`src/rtl/uart_pkg.sv`:
```
`default_nettype none
// +--------------------------------------------------------------------+
// | uart_pkg : frame geometry, timeout default and FSM state encoding   |
// | shared by the UART frame receive and transmit controllers.          |
// | Revision : 1.0                                                      |
// +--------------------------------------------------------------------+
package uart_pkg;

    localparam int FRAME_BYTES    = 40;
    localparam int FRAME_BITS     = FRAME_BYTES * 8;
    localparam int TIMEOUT_CYCLES = 50000;

    localparam int STATE_W = 2;
    typedef logic [STATE_W-1:0] state_t;

    localparam state_t c_ST_IDLE = 2'd0;
    localparam state_t c_ST_RECV = 2'd1;
    localparam state_t c_ST_DONE = 2'd2;

endpackage
`default_nettype wire

```
`src/rtl/uart_frame_rx_if.sv`:
```
`default_nettype none
// +--------------------------------------------------------------------+
// | uart_frame_rx_if : byte strobe in, assembled frame and status out.  |
// | Revision : 1.0                                                      |
// +--------------------------------------------------------------------+
interface uart_frame_rx_if #(
    parameter int FRAME_BYTES = uart_pkg::FRAME_BYTES
);
    localparam int CNT_W = $clog2(FRAME_BYTES + 1);

    logic                     uart_read_done;
    logic [7:0]               read_data;
    logic                     recv_en;
    logic [FRAME_BYTES*8-1:0] data;
    logic                     recv_done;
    logic                     busy;
    logic                     timeout_err;
    logic [CNT_W-1:0]         byte_cnt;

    modport master (
        output uart_read_done, read_data, recv_en,
        input  data, recv_done, busy, timeout_err, byte_cnt
    );

    modport slave (
        input  uart_read_done, read_data, recv_en,
        output data, recv_done, busy, timeout_err, byte_cnt
    );

endinterface
`default_nettype wire

```
`src/rtl/uart_gap_timer.sv`:
```
`default_nettype none
// +--------------------------------------------------------------------+
// | uart_gap_timer : counts idle cycles between received bytes.         |
// | Revision : 1.0                                                      |
// +--------------------------------------------------------------------+
module uart_gap_timer #(
    parameter int TIMEOUT_CYCLES = uart_pkg::TIMEOUT_CYCLES
) (
    input  wire logic clk,
    input  wire logic rst,
    input  wire logic clear,
    input  wire logic run,
    output logic      expired
);
    localparam int GAP_W = $clog2(TIMEOUT_CYCLES + 1);
    localparam logic [GAP_W-1:0] c_GAP_MAX  = GAP_W'(TIMEOUT_CYCLES);
    localparam logic [GAP_W-1:0] c_GAP_FIRE = GAP_W'(TIMEOUT_CYCLES - 1);

    logic [GAP_W-1:0] gap_q;
    logic [GAP_W-1:0] gap_d;

    always_comb begin
        gap_d = gap_q;
        if (clear) begin
            gap_d = '0;
        end else if (run && (gap_q != c_GAP_MAX)) begin
            gap_d = gap_q + GAP_W'(1);
        end
    end

    always_ff @(posedge clk) begin
        if (rst) begin
            gap_q <= '0;
        end else begin
            gap_q <= gap_d;
        end
    end

    // A clear (byte strobe) in the firing cycle suppresses expiry.
    assign expired = run && !clear && (gap_q == c_GAP_FIRE);

endmodule
`default_nettype wire

```
`src/rtl/uart_frame_rx.sv`:
```
`default_nettype none
// +--------------------------------------------------------------------+
// | uart_frame_rx : assembles FRAME_BYTES received bytes into a frame,  |
// | publishing it atomically and dropping stalled partial frames.       |
// | Revision : 1.0                                                      |
// +--------------------------------------------------------------------+
module uart_frame_rx #(
    parameter int FRAME_BYTES    = uart_pkg::FRAME_BYTES,
    parameter int TIMEOUT_CYCLES = uart_pkg::TIMEOUT_CYCLES
) (
    input  wire logic      clk,
    input  wire logic      rst,
    uart_frame_rx_if.slave bus
);
    import uart_pkg::*;

    localparam int CNT_W = $clog2(FRAME_BYTES + 1);
    localparam int IDX_W = (FRAME_BYTES > 1) ? $clog2(FRAME_BYTES) : 1;
    localparam logic [CNT_W-1:0] c_LAST_IDX = CNT_W'(FRAME_BYTES - 1);
    localparam logic [CNT_W-1:0] c_ONE      = CNT_W'(1);

    state_t state_q;
    state_t state_d;

    logic [FRAME_BYTES-1:0][7:0] shadow_q;
    logic [FRAME_BYTES-1:0][7:0] shadow_d;
    logic [FRAME_BYTES*8-1:0]    data_q;
    logic [FRAME_BYTES*8-1:0]    data_d;
    logic [CNT_W-1:0]            byte_cnt_q;
    logic [CNT_W-1:0]            byte_cnt_d;
    logic                        recv_done_q;
    logic                        recv_done_d;
    logic                        timeout_err_q;
    logic                        timeout_err_d;

    logic w_strobe;
    logic w_start;
    logic w_gap_clear;
    logic w_gap_run;
    logic w_gap_expired;

    assign w_strobe    = bus.uart_read_done;
    assign w_start     = bus.uart_read_done && bus.recv_en;
    assign w_gap_run   = (state_q == c_ST_RECV);
    assign w_gap_clear = w_strobe || (state_q != c_ST_RECV);

    uart_gap_timer #(
        .TIMEOUT_CYCLES (TIMEOUT_CYCLES)
    ) u_gap_timer (
        .clk     (clk),
        .rst     (rst),
        .clear   (w_gap_clear),
        .run     (w_gap_run),
        .expired (w_gap_expired)
    );

    always_ff @(posedge clk) begin
        if (rst) begin
            state_q <= c_ST_IDLE;
        end else begin
            state_q <= state_d;
        end
    end

    always_comb begin
        state_d = state_q;
        case (state_q)
            c_ST_IDLE: begin
                if (w_start) begin
                    state_d = c_ST_RECV;
                end
            end
            c_ST_RECV: begin
                if (w_strobe) begin
                    if (byte_cnt_q == c_LAST_IDX) begin
                        state_d = c_ST_DONE;
                    end
                end else if (w_gap_expired) begin
                    state_d = c_ST_IDLE;
                end
            end
            c_ST_DONE: begin
                state_d = w_start ? c_ST_RECV : c_ST_IDLE;
            end
            default: begin
                state_d = c_ST_IDLE;
            end
        endcase
    end

    // recv_en only gates frame start; mid-frame strobes are always taken.
    always_comb begin
        shadow_d      = shadow_q;
        data_d        = data_q;
        byte_cnt_d    = byte_cnt_q;
        recv_done_d   = 1'b0;
        timeout_err_d = 1'b0;
        case (state_q)
            c_ST_IDLE: begin
                if (w_start) begin
                    shadow_d[0] = bus.read_data;
                    byte_cnt_d  = c_ONE;
                end
            end
            c_ST_RECV: begin
                if (w_strobe) begin
                    shadow_d[byte_cnt_q[IDX_W-1:0]] = bus.read_data;
                    byte_cnt_d                      = byte_cnt_q + c_ONE;
                end else if (w_gap_expired) begin
                    timeout_err_d = 1'b1;
                    byte_cnt_d    = '0;
                end
            end
            c_ST_DONE: begin
                data_d      = shadow_q;
                recv_done_d = 1'b1;
                if (w_start) begin
                    shadow_d[0] = bus.read_data;
                    byte_cnt_d  = c_ONE;
                end else begin
                    byte_cnt_d  = '0;
                end
            end
            default: begin
                byte_cnt_d = '0;
            end
        endcase
    end

    always_ff @(posedge clk) begin
        if (rst) begin
            shadow_q      <= '0;
            data_q        <= '0;
            byte_cnt_q    <= '0;
            recv_done_q   <= 1'b0;
            timeout_err_q <= 1'b0;
        end else begin
            shadow_q      <= shadow_d;
            data_q        <= data_d;
            byte_cnt_q    <= byte_cnt_d;
            recv_done_q   <= recv_done_d;
            timeout_err_q <= timeout_err_d;
        end
    end

    assign bus.data        = data_q;
    assign bus.recv_done   = recv_done_q;
    assign bus.timeout_err = timeout_err_q;
    assign bus.byte_cnt    = byte_cnt_q;
    assign bus.busy        = (state_q != c_ST_IDLE);

endmodule
`default_nettype wire

```
`src/flat_wrapper.sv`:
```
// flat-port wrapper written by rule: the top's interface ports become plain ports
module uart_frame_rx_flat import uart_pkg::*;
#(
    parameter int FRAME_BYTES    = uart_pkg::FRAME_BYTES,
    parameter int TIMEOUT_CYCLES = uart_pkg::TIMEOUT_CYCLES
)
  (clk, rst, bus_uart_read_done, bus_read_data, bus_recv_en, bus_data, bus_recv_done, bus_busy, bus_timeout_err, bus_byte_cnt);
  uart_frame_rx_if #(.FRAME_BYTES(FRAME_BYTES)) bus_i ();
  input  wire logic clk;
  input  wire logic rst;
  input wire logic [$bits(bus_i.uart_read_done)-1:0] bus_uart_read_done;
  input wire logic [$bits(bus_i.read_data)-1:0] bus_read_data;
  input wire logic [$bits(bus_i.recv_en)-1:0] bus_recv_en;
  output wire logic [$bits(bus_i.data)-1:0] bus_data;
  output wire logic [$bits(bus_i.recv_done)-1:0] bus_recv_done;
  output wire logic [$bits(bus_i.busy)-1:0] bus_busy;
  output wire logic [$bits(bus_i.timeout_err)-1:0] bus_timeout_err;
  output wire logic [$bits(bus_i.byte_cnt)-1:0] bus_byte_cnt;
  assign bus_i.uart_read_done = bus_uart_read_done;
  assign bus_i.read_data = bus_read_data;
  assign bus_i.recv_en = bus_recv_en;
  assign bus_data = bus_i.data;
  assign bus_recv_done = bus_i.recv_done;
  assign bus_busy = bus_i.busy;
  assign bus_timeout_err = bus_i.timeout_err;
  assign bus_byte_cnt = bus_i.byte_cnt;
  uart_frame_rx #(.FRAME_BYTES(FRAME_BYTES), .TIMEOUT_CYCLES(TIMEOUT_CYCLES)) u_core (.clk(clk), .rst(rst), .bus(bus_i));
endmodule
```
`config.mk`:
```
export PLATFORM = sky130hd
export DESIGN_NAME = uart_frame_rx_flat
export DESIGN_NICKNAME = d
export VERILOG_FILES = /design/src/rtl/uart_pkg.sv /design/src/rtl/uart_frame_rx_if.sv /design/src/rtl/uart_gap_timer.sv /design/src/rtl/uart_frame_rx.sv /design/src/flat_wrapper.sv
export SDC_FILE = /design/constraint.sdc
export NUM_CORES = 1
export LEC_CHECK = 0
export CAP_MARGIN = 25
export CORE_MARGIN = 2
export CORE_UTILIZATION = 40
export CTS_BUF_LIST = sky130_fd_sc_hd__clkbuf_4 sky130_fd_sc_hd__clkbuf_8
export DETAILED_ROUTE_END_ITERATION = 12
export SLEW_MARGIN = 20
export SYNTH_ARGS = -nofsm -noshare
export SYNTH_HDL_FRONTEND = slang
export SYNTH_HIERARCHICAL = 1
export SYNTH_SLANG_ARGS = --single-unit
```
`constraint.sdc`:
```
create_clock -name clk -period 2.9 [get_ports clk]
set_clock_uncertainty 0.15 [all_clocks]
set_input_delay 0.435 -clock clk [delete_from_list [all_inputs] [get_ports clk]]
set_output_delay 0.435 -clock clk [all_outputs]
set_load 0.1 [all_outputs]
```
==> metrics.md <==
| Metric | Value |
|---|---|
| Status | complete, no violations |
| Hold path startpoint | bus_read_data[2] |
| Slowest-stage cell, CP | dfxtp_1 |
| Predominant post-synthesis flop cell | dfxtp_1 |
| WP data arrival | between 2 and 3 ns |
| Net Sw Frac | 23.2% |
| Cell area after layout | 29600 sq um |
| Worst-Margin Slew | approximately 1 ns |
| WHS Path Cells | 3 |
| FF-to-FF Start | u_core/state_q[1] |
| Cell Area, Placed | 27300 sq um |
| Iter 0 DRT Violations | 1272 |
| Die footprint | roughly 62000 sq um |
| Final hold violations | 0 |
| Clock Path Buffers | 3 |
| Cts hold-fix bufs | 1 |
| Tmin final | about 2.5 ns |
| Core area | 59200 sq um |
| Clock power frac | between 40% and 50% |
| Worst EP required | ~3.4 ns |
| Fillers | 5668 |
| Synthesis-to-layout area growth | 22.8% |
| Die width | approximately 250 um |
| CTS Root Cell | clkbuf_8 |
| Cell Int Power | 0.0139 W |
| Crit Path Category | flop to flop |
| Pwr Density | 612 nW/um^2 |
| Largest net degree at the start of global routing | 115 |
| Warning count from the yosys run | 6 |
| Post-Syn Instances | 2693 |
| RSZ-0062 raised after global routing | no |
| Worst vdd ir | about 0.00035 V |
| Final setup fails | 0 |
| RR Endpoint | u_core/bus.byte_cnt[0] |
| Final WL | 70.4 mm |
| Worst-path clk slew | approximately 0.060 ns |
| Final slew viol count | 0 |
| Crit path max-delay family | simple AND/OR/NAND/NOR gates |
| Rows | slightly below 90 |
| Sequential power share | 50.8% |
| Reg2Reg Depth | 7 |
| Initial Util | about two fifths |
| Commonest non-fill, non-tap cell in the layout | nand2_1 |
| Layout cells sized above 1 | between 20% and 30% |
| Routed via count | 19400 |
| Slew margin rel. | around 33% |
| Placed Cells | between 3000 and 4000 |
| Total iterations of the first detailed-routing run | 6 |
| Number of global-route vias before repair | roughly 19000 |
| Total track usage | a little over a fifth |
| Worst R2R Setup Slack | about 0.4 ns |
| Worst Setup End Kind | flop |
| Initial antenna violation count | 4 |
| Post-synth ARST share | 0% |
| Crit-path cells | nand2b_1, inv_1, and4_2, and4_1, nor3_1, nor2_1, o221a_2 |
| Synth cell types | 57 |
| Period Utilization, post-route | 86.2% |
| Critical Path Source Type | flop |
| Most frequent cells in the layout | 973 x nand2_1, 666 x dfxtp_1, 362 x buf_4, 332 x a21oi_1, 312 x mux2i_1 |
| Final cell count without fillers | approximately 3800 |
| Buf+Inv Stages, Crit Path | 1 |
| Syn_area_per_cell | 8.95 sq um |
| Routability-driven placement congestion ratio | about 0.84 |
| CTS tree | built |
| Comb pwr share | under 10% |
| Critical path fanouts, max | 11 |
| Layout Nets | between 2000 and 3000 |
| Via density | slightly above 5 |
| Slowest stage delay, CP | around 0.55 ns |
| GRT Residual Overflow | 0 |
| Total Neg Setup Slack | 0 ns |
| Net Sw Power | about 0.0042 W |
| Min-Delay Endpoint | u_core/shadow_q[2] |
| Post-CTS Resized | 0 |
| Setup bufs post-CTS | 0 |
| First-pass GRT wire length | between 100 and 150 mm |
| Io pins | about 340 |
| Wire per inst | about 18 um |
| H-tree levels | 3 |
| Leak | roughly 13 nW |
| Highest clock rate | 400 MHz |
| Hpwl dp | 44.6 mm |
| Antenna-violating nets left | 0 |
| Die Y | between 200 and 250 um |
| Sequential fraction of the synthesis area | 55.3% |
| Synth Cell Area | around 24000 sq um |
| Synthesized flop and latch total | 666 |
| DR DRC count | 0 |
| Port Buffers | 340 |
| Num Clock Sinks | about 670 |
| Syn Nets | approximately 2700 |
| Hold crit path type | input pin to flop |
| CTS buffer count | 109 |
| Number of synthesized flops with an enable pin | 0 |
| Skew-Pair Late Insertion Delay | around 0.71 ns |
| # Max-Cap Violations | 0 |
## power by group through the flow
| stage | clock network [W] | logic (W) | registers (W) |
|---|---|---|---|
| finish | 0.00829 | 0.000627 | 0.00919 |
| global route | 0.00888 | 0.000667 | 0.00919 |
| global placement | 0 | 0.000624 | 0.00939 |
| floorplan | 0 | 0.000372 | 0.00940 |
| CTS | 0.00848 | 0.000632 | 0.00919 |
| detailed placement | 0 | 0.000630 | 0.00939 |
## cells in the mapped netlist (5+ instances only)
master | number | area share, %
a21oi_1 | 332 | 6.9
buf_2 | 17 | 0.35
clkbuf_1 | 182 | 2.8
dfxtp_1 | 666 | 55
inv_1 | 6 | 0.093
mux2i_1 | 312 | 13
nand2_1 | 981 | 15
nand3_1 | 18 | 0.37
nand3_2 | 26 | 1.1
nor2_1 | 13 | 0.20
nor2b_1 | 12 | 0.31
nor3b_1 | 5 | 0.16
o21ai_0 | 10 | 0.21
o311ai_0 | 8 | 0.29
o311ai_1 | 8 | 0.29
o31a_1 | 8 | 0.29
or3_1 | 7 | 0.18
or3b_2 | 8 | 0.29
## metal layers
metal  wire [um]  up-vias  part of all wire (%)  track usage, %
li1            -     9466                     -               -
met1       31900     9327                    45            28.7
met2       32600      496                    46            35.8
met3        4180      104                   5.9            4.85
met4        1710        6                   2.4            7.64
met5          47        -                 0.067               0
## state kept, by name, indices dropped and copies added, names as in the netlist
name,cells
u_core/state_q,2
u_core/bus.timeout_err,1
u_core/bus.byte_cnt,6
u_core/bus.data,320
u_core/u_gap_timer/gap_q,16
u_core/bus.recv_done,1
u_core/shadow_q,320
## per-stage QoR
step / worst slack [ns] / utilization (%) / power [W] / hold WS, ns
global placement: 0.388 / 46.2 / 0.0100 / 0.286
finish: 0.399 / 50.0 / 0.0181 / 0.246
global route: 0.232 / 50.0 / 0.0187 / 0.234
floorplan: 0.331 / - / 0.00977 / 0.282
detailed placement: 0.341 / 46.2 / 0.0100 / 0.293
CTS: 0.426 / 50.0 / 0.0183 / 0.182
## kinds of logic (layout without fill, tap and decap cells)
kind of cell    Yosys count  count (layout)  synth area share (%)
flops                   666             666                  55.3
simple gates           1109            1109                  19.2
fa+ha+maj                 3               3                 0.156
compound gates          376             376                  8.34
xor+xnor                  7               7                 0.254
buf+inv                 219             584                  3.71
mux                     313             313                  13.0
other cells               0               1                     0
## worst max path at each step
stage | depth (start not counted) | start | end
6_report | 7 | u_core/state_q[1] | u_core/bus.byte_cnt[0]
5_1_grt | 7 | u_core/state_q[1] | u_core/bus.byte_cnt[0]
4_1_cts | 7 | u_core/state_q[1] | u_core/bus.byte_cnt[0]
3_5_place_dp | 5 | bus_uart_read_done | u_core/shadow_q[259]
3_3_place_gp | 5 | bus_uart_read_done | u_core/shadow_q[195]
2_1_floorplan | 5 | u_core/bus.byte_cnt[3] | u_core/shadow_q[70]
## final cells by class
class	count	area, sq um	area share (%)
clock inverter	19	126	0.427
timing repair buffer	387	3100	10.5
tap	773	967	3.27
inverter	7	33.8	0.114
antenna	1	2.50	0.00845
sequential	666	13300	45.0
clock buffer	171	2110	7.13
multi-input combinational	1808	9920	33.5
## worst register-to-register path, delay by kind of cell (launching register included)
| family | cells | cell delay [ns] |
|---|---|---|
| simple gates | 5 | 1.26 |
| compound gates | 1 | 0.30 |
| flops | 1 | 0.55 |
| buf+inv | 1 | 0.12 |
(Power assumes the default switching activity.)
